**config.mk**
```make
export PLATFORM = sky130hd
export DESIGN_NAME = rv32_register_file
export DESIGN_NICKNAME = d
export VERILOG_FILES = /design/src/rtl/rv32_register_file.sv
export SDC_FILE = /design/constraint.sdc
export NUM_CORES = 2
export LEC_CHECK = 0
export ABC_AREA = 1
export CAP_MARGIN = 10
export CORE_MARGIN = 2
export CORE_UTILIZATION = 50
export DETAILED_ROUTE_END_ITERATION = 6
export PLACE_DENSITY = 0.64
export SYNTH_ARGS = -nofsm -noshare
export SYNTH_HDL_FRONTEND = slang
export SYNTH_SLANG_ARGS = --single-unit
```
**constraint.sdc**
```tcl
create_clock -name iClk -period 72.7 [get_ports iClk]
set_input_delay 10.905 -clock iClk [delete_from_list [all_inputs] [get_ports iClk]]
set_output_delay 10.905 -clock iClk [all_outputs]
set_load 0.1 [all_outputs]
```
**src/rtl/rv32_register_file.sv**
```systemverilog
// RV32 architectural integer register file: two combinational read ports and one write port.
// x0 reads as zero. A same-cycle write is forwarded to any read port that addresses it.
package rv32_isa;
  localparam int RegWidth     = 32;
  localparam int RegAddrWidth = 5;
endpackage

module rv32_register_file
  import rv32_isa::*;
#(
  parameter int NRegs = 32
) (
  input  logic                    iClk,
  input  logic                    iRst,
  input  logic                    iWriteEn,
  input  logic [RegAddrWidth-1:0] iAddr_Rd,
  input  logic [RegAddrWidth-1:0] iAddr_Rs1,
  input  logic [RegAddrWidth-1:0] iAddr_Rs2,
  input  logic [RegWidth-1:0]     iRd,
  output logic [RegWidth-1:0]     oRs1,
  output logic [RegWidth-1:0]     oRs2
);

  // Entry 0 has no storage; entries 1..NRegs-1 are real flops.
  logic [NRegs-1:1][RegWidth-1:0] regs_q, regs_d;
  logic                           wr_valid;
  logic [RegWidth-1:0]            rs1_data, rs2_data;

  // Matching only indices 1..NRegs-1 excludes x0 and out-of-range addresses in one step.
  always_comb begin
    regs_d   = regs_q;
    wr_valid = 1'b0;
    for (int i = 1; i < NRegs; i++) begin
      if (iWriteEn && !iRst && (iAddr_Rd == RegAddrWidth'(i))) begin
        regs_d[i] = iRd;
        wr_valid  = 1'b1;
      end
    end
  end

  always_ff @(posedge iClk or posedge iRst) begin
    if (iRst) begin
      regs_q <= '0;
    end else begin
      regs_q <= regs_d;
    end
  end

  always_comb begin
    rs1_data = '0;
    rs2_data = '0;
    for (int i = 1; i < NRegs; i++) begin
      if (iAddr_Rs1 == RegAddrWidth'(i)) rs1_data = regs_q[i];
      if (iAddr_Rs2 == RegAddrWidth'(i)) rs2_data = regs_q[i];
    end
    // Write-first bypass gives WB-to-ID forwarding without external logic.
    if (wr_valid && (iAddr_Rs1 == iAddr_Rd)) rs1_data = iRd;
    if (wr_valid && (iAddr_Rs2 == iAddr_Rd)) rs2_data = iRd;
  end

  assign oRs1 = rs1_data;
  assign oRs2 = rs2_data;

endmodule

```
# [Word level (Yosys, flattened, before mapping)]
# Cells that the tools add are included.
[totals] reg_bits=992 inputBits=50 out_inout_bits=64 elab_cells=256
[op_classes] eq_ne=95 mux=95 reduce_logical=35
[op_table] cell="32-bit 2-to-1 mux" n=64
[op_table] cell="5-bit equality test (second input constant)" n=48
[op_table] cell="5-bit by 4-bit equality test with 1-bit output (second input constant)" n=24
[op_table] cell="5-bit by 3-bit equality test with 1-bit output (second input constant)" n=12
[op_table] cell="1-bit logical AND" n=34
[op_table] cell="1-bit 2-to-1 mux" n=31
[op_table] cell="5-bit by 2-bit equality test with 1-bit output (second input constant)" n=6
[op_table] cell="5-bit by 1-bit equality test with 1-bit output (second input constant)" n=3
[op_table] cell="5-bit equality test" n=2
[op_table] cell="1-bit logical NOT" n=1

# [Depth between registers and ports, before layout]
[logic_depth] depth_word=36 mapped_depth=24 depth_no_buf=23

# [Least setup slack after synthesis]
# No wires, ideal clock.
[synth_path] path_kind="input-to-output" start="in iRst" end="out oRs1[24]" t_arrival_ps=35498 t_required_ps=61795 slack_ps=26297 path_stages=15 path_buffers=0 cell_sequence="inv_1 nand2_1 nor2_1 inv_1 nor2_1 inv_1 nor2_2 inv_1 nand2_1 nor4b_1 nand3_1 nand2_1 inv_2 a21oi_1 a21oi_1"
[synth_via] elab_chain_len=36 elab_cells_between_ends=66 cone_classes="mux: 32; reduce/logical: 34"
[synth_rtl] element="start: declaration" line="14" text="input logic iRst,"
[synth_rtl] element="1-bit logical NOT (no source line) *"
[synth_rtl] element="1-bit logical AND *" line="34" text="if (iWriteEn && !iRst && (iAddr_Rd == RegAddrWidth'(i))) begin"
[synth_rtl] element="1-bit logical AND" line="34"
[synth_rtl] element="1-bit 2-to-1 mux (30 in a row)" line="34"
[synth_rtl] element="1-bit 2-to-1 mux *" line="34"
[synth_rtl] element="1-bit logical AND *" line="57" text="if (wr_valid && (iAddr_Rs1 == iAddr_Rd)) rs1_data = iRd;"
[synth_rtl] element="32-bit 2-to-1 mux *" line="57"
[synth_rtl] element="end: declaration" line="20" text="output logic [RegWidth-1:0] oRs1,"
# Mark *: on every way between the ends. The rest lies on a longest branch, timed or not.

# [Worst setup path in the final report]
[layout_path] start="in iAddr_Rs2[4]" end="out oRs2[13]"
[layout_via] elab_chain_len=33 elab_cells_between_ends=65 cone_classes="eq/ne: 32; mux: 32; reduce/logical: 1"
[layout_rtl] element="start: declaration" line="18" text="input logic [RegAddrWidth-1:0] iAddr_Rs2,"
[layout_rtl] element="5-bit by 1-bit equality test with 1-bit output" line="54" text="if (iAddr_Rs2 == RegAddrWidth'(i)) rs2_data = regs_q[i];"
[layout_rtl] element="32-bit 2-to-1 mux (31 in a row)" line="54"
[layout_rtl] element="32-bit 2-to-1 mux *" line="58" text="if (wr_valid && (iAddr_Rs2 == iAddr_Rd)) rs2_data = iRd;"
[layout_rtl] element="end: declaration" line="21" text="output logic [RegWidth-1:0] oRs2"
# Marks and branches as above.

==> flow_summary.yaml <==
run_status:
  outcome: "complete, but fails checks"
  violations: "design-rule violations"
setup_path:
  critical_path_class: "input port to output pin"
  r2r_setup_slack_ps: 71890
  slowest_delay_ps: 970
  cp_max_fo: 50
  cp.arrival_ps: 17370
  critical_path.cell_chain: "clkdlybuf4s50_1, clkinv_2, buf_4, nand3_2, nor2_1, nor2_1, nand4_1, nand2_1, nand4_1, nor2_1, nand4_1, nor2_1, nand4_1, nor2_1, nand4_1, nor2_1, nand4_1, nor2_1, nand4_1, nand2_1, nand2_1, clkdlybuf4s50_1"
  worstPathRequired_ps: 61800
  end_kind: "output pin"
  path_delay_family: "buffers and inverters"
  critPathBufInv: 4
  slowest_stage: "clkdlybuf4s50_1"
  cp-start-kind: "input port"
grt:
  grt_use_total_pct: 36.8
  grt-ovfl-total: 0
  grt_start_max_net_pins: 155
  grt_pass1_vias: 47400
  antenna_found_initial: 12
  grt_pass1_wl_um: 300000
floorplan:
  start_util_pct: 50.4
  fp.dieH_um: 327
  num_io_pins: 114
  die_width_um: 327
  dieArea_mm2: 0.107
  num_rows: 118
  core_mm2: 0.104
timing:
  finalSetupViolations: 0
  final.setup.tns_ps: 0
  hold_viol: 0
  fin_crit_ps: 28280
  worst_clock_skew_ps: 0
  worst_slew_pin_slew_ps: 1230
  timing.fmax_mhz: 35.4
  slew_viol_final: 0
  slew_headroom_pct: 17.6
  rsz0062_at_grt: "false"
  fin_ws_ps: 44420
  fin_crit_sh_pct: 38.9
route:
  drt_wl_total_um: 199000
  first_pass_iters: 7
  ant_nets: 0
  wire_per_inst_um: 22.9
  vias_per_cell: 5.91
  drcViolationCount: 3
  vias: 51400
  dr.first_iter.drc_count: 7038
clocking:
  cts.sinks: 992
  clock_latency_ps: 700
  postCtsSetupBuffers: 0
  cts.repair.resized: 0
  ctsLongestPathBuffers: 3
  htree_levels: 3
  ctsHoldBuffers: 0
  cts_tree: "built"
  ctsRootBufferMaster: "clkbuf_16"
  cts_made_buffers: 109
  path_clk_slew_ps: 60
final_layout:
  seqCellArea_mm2: 0.0248
  largest_register_ffs: 992
  multi_input_area_mm2: 0.0235
  drive_above_1_share_pct: 5.73
  fin_nets: 7277
  n_fill_cell: 10100
  top_regs: "regs_q: 992 flops"
  regMostFlops: "regs_q"
  layout_commonest_cell: "nand2_1"
  final_core_util_pct: 55.7
  layout.cells.non_filler: 8691
  area_growth_pct: 10.5
  final_cell_mix: "nand2_1 (2664), o21ai_0 (1081), dfrtp_1 (992), nor2_1 (724), nand4_1 (551)"
logic_synthesis:
  yosys_warnings: 0
  syn-num-nets: 7454
  netlist.area_leader.share_pct: 47.5
  ys_seq_area_share_pct: 47.5
  ys_seq_elements: 992
  synth_cells: 7404
  syn_area_mm2: 0.0523
  yosys-top-cells-area: "dfrtp_1 (47%), nand2_1 (19%), o21ai_0 (10%)"
  syn_area_per_cell_um2: 7.06
  netlist.top_cell.by_area: "dfrtp_1"
  ys_types: 33
power_and_ir_drop:
  irDropWorstVdd_uv: 24.3
  p_leak_uw: 0.0257
  powerDensity_mw_per_mm2: 25.5
placement:
  dp.cells: 8496
  place_hpwl_um: 121000
  place_congestion: 0.957
  io_buffers: 113
  place_ws_ps: 44630
min_path:
  hp-class: "flip-flop to flip-flop"
job:
  maxCapViolCount: 0
## worst register-to-register path, delay by kind of cell, from the launching register on
| family | cells | cell delay [ps] |
|---|---|---|
| compound gates | 1 | 80 |
| flops | 1 | 470 |
| simple gates | 1 | 100 |
## power by group
group,switching (uW),internal (uW),total (uW)
Clock,235,324,559
Combinational,169,62.6,232
Sequential,54.9,625,680
## per-layer routing
layer,GRT usage [%],wire length (um)
met5,0,18
met4,16.1,9320
met3,9.00,22800
met2,54.1,84500
met1,51.5,82300
## per-stage QoR
stage	instance area [um2]	total power, uW	hold WS (ps)
2_1_floorplan	52300	836	453
3_3_place_gp	54200	909	466
3_5_place_dp	54200	915	473
4_1_cts	57800	1470	487
5_1_grt	57800	1530	503
6_report	57800	1470	483
## cell families (layout without fill, tap and decap cells)
group / Yosys count / in the layout / synth area share (%)
compound gates: 1219 / 1219 / 11.9
xor+xnor: 4 / 4 / 0.0670
buf+inv: 1077 / 981 / 7.92
flops: 992 / 992 / 47.5
other cells: 0 / 3 / 0
simple gates: 4112 / 4112 / 32.7
## final timing paths
kind	startpoint	endpoint	cells past startpoint
setup / recovery	iAddr_Rs2[4]	oRs2[13]	22
hold / removal	regs_q[244]$_DFFE_PP0P_	regs_q[244]$_DFFE_PP0P_	2
setup reg to reg	regs_q[191]$_DFFE_PP0P_	regs_q[191]$_DFFE_PP0P_	2
hold reg to reg	regs_q[244]$_DFFE_PP0P_	regs_q[244]$_DFFE_PP0P_	2
max in group asynchronous	iRst	regs_q[578]$_DFFE_PP0P_	5
min in group asynchronous	iRst	regs_q[877]$_DFFE_PP0P_	2
## Yosys cell counts (all sizes together)
cell / number
o2111ai: 24
o21ai: 1084
clkbuf: 456
nor2: 768
nor4b: 2
inv: 544
clkinv: 2
o311ai: 2
nand3: 55
xor2: 4
nand2: 2700
nand4: 551
nor3b: 2
a21oi: 109
nor4: 1
nor3: 9
or2: 24
buf: 75
dfrtp: 992
## layout make-up
class                      count  area share [%]
inverter                     546            3.56
timing repair buffer         243            3.69
sequential                   992            43.0
clock buffer                 167            5.59
clock inverter                25           0.528
multi-input combinational   5335            40.7
antenna                        3          0.0130
tap                         1380            2.99
Note: power is estimated with default switching activity, not from simulation.
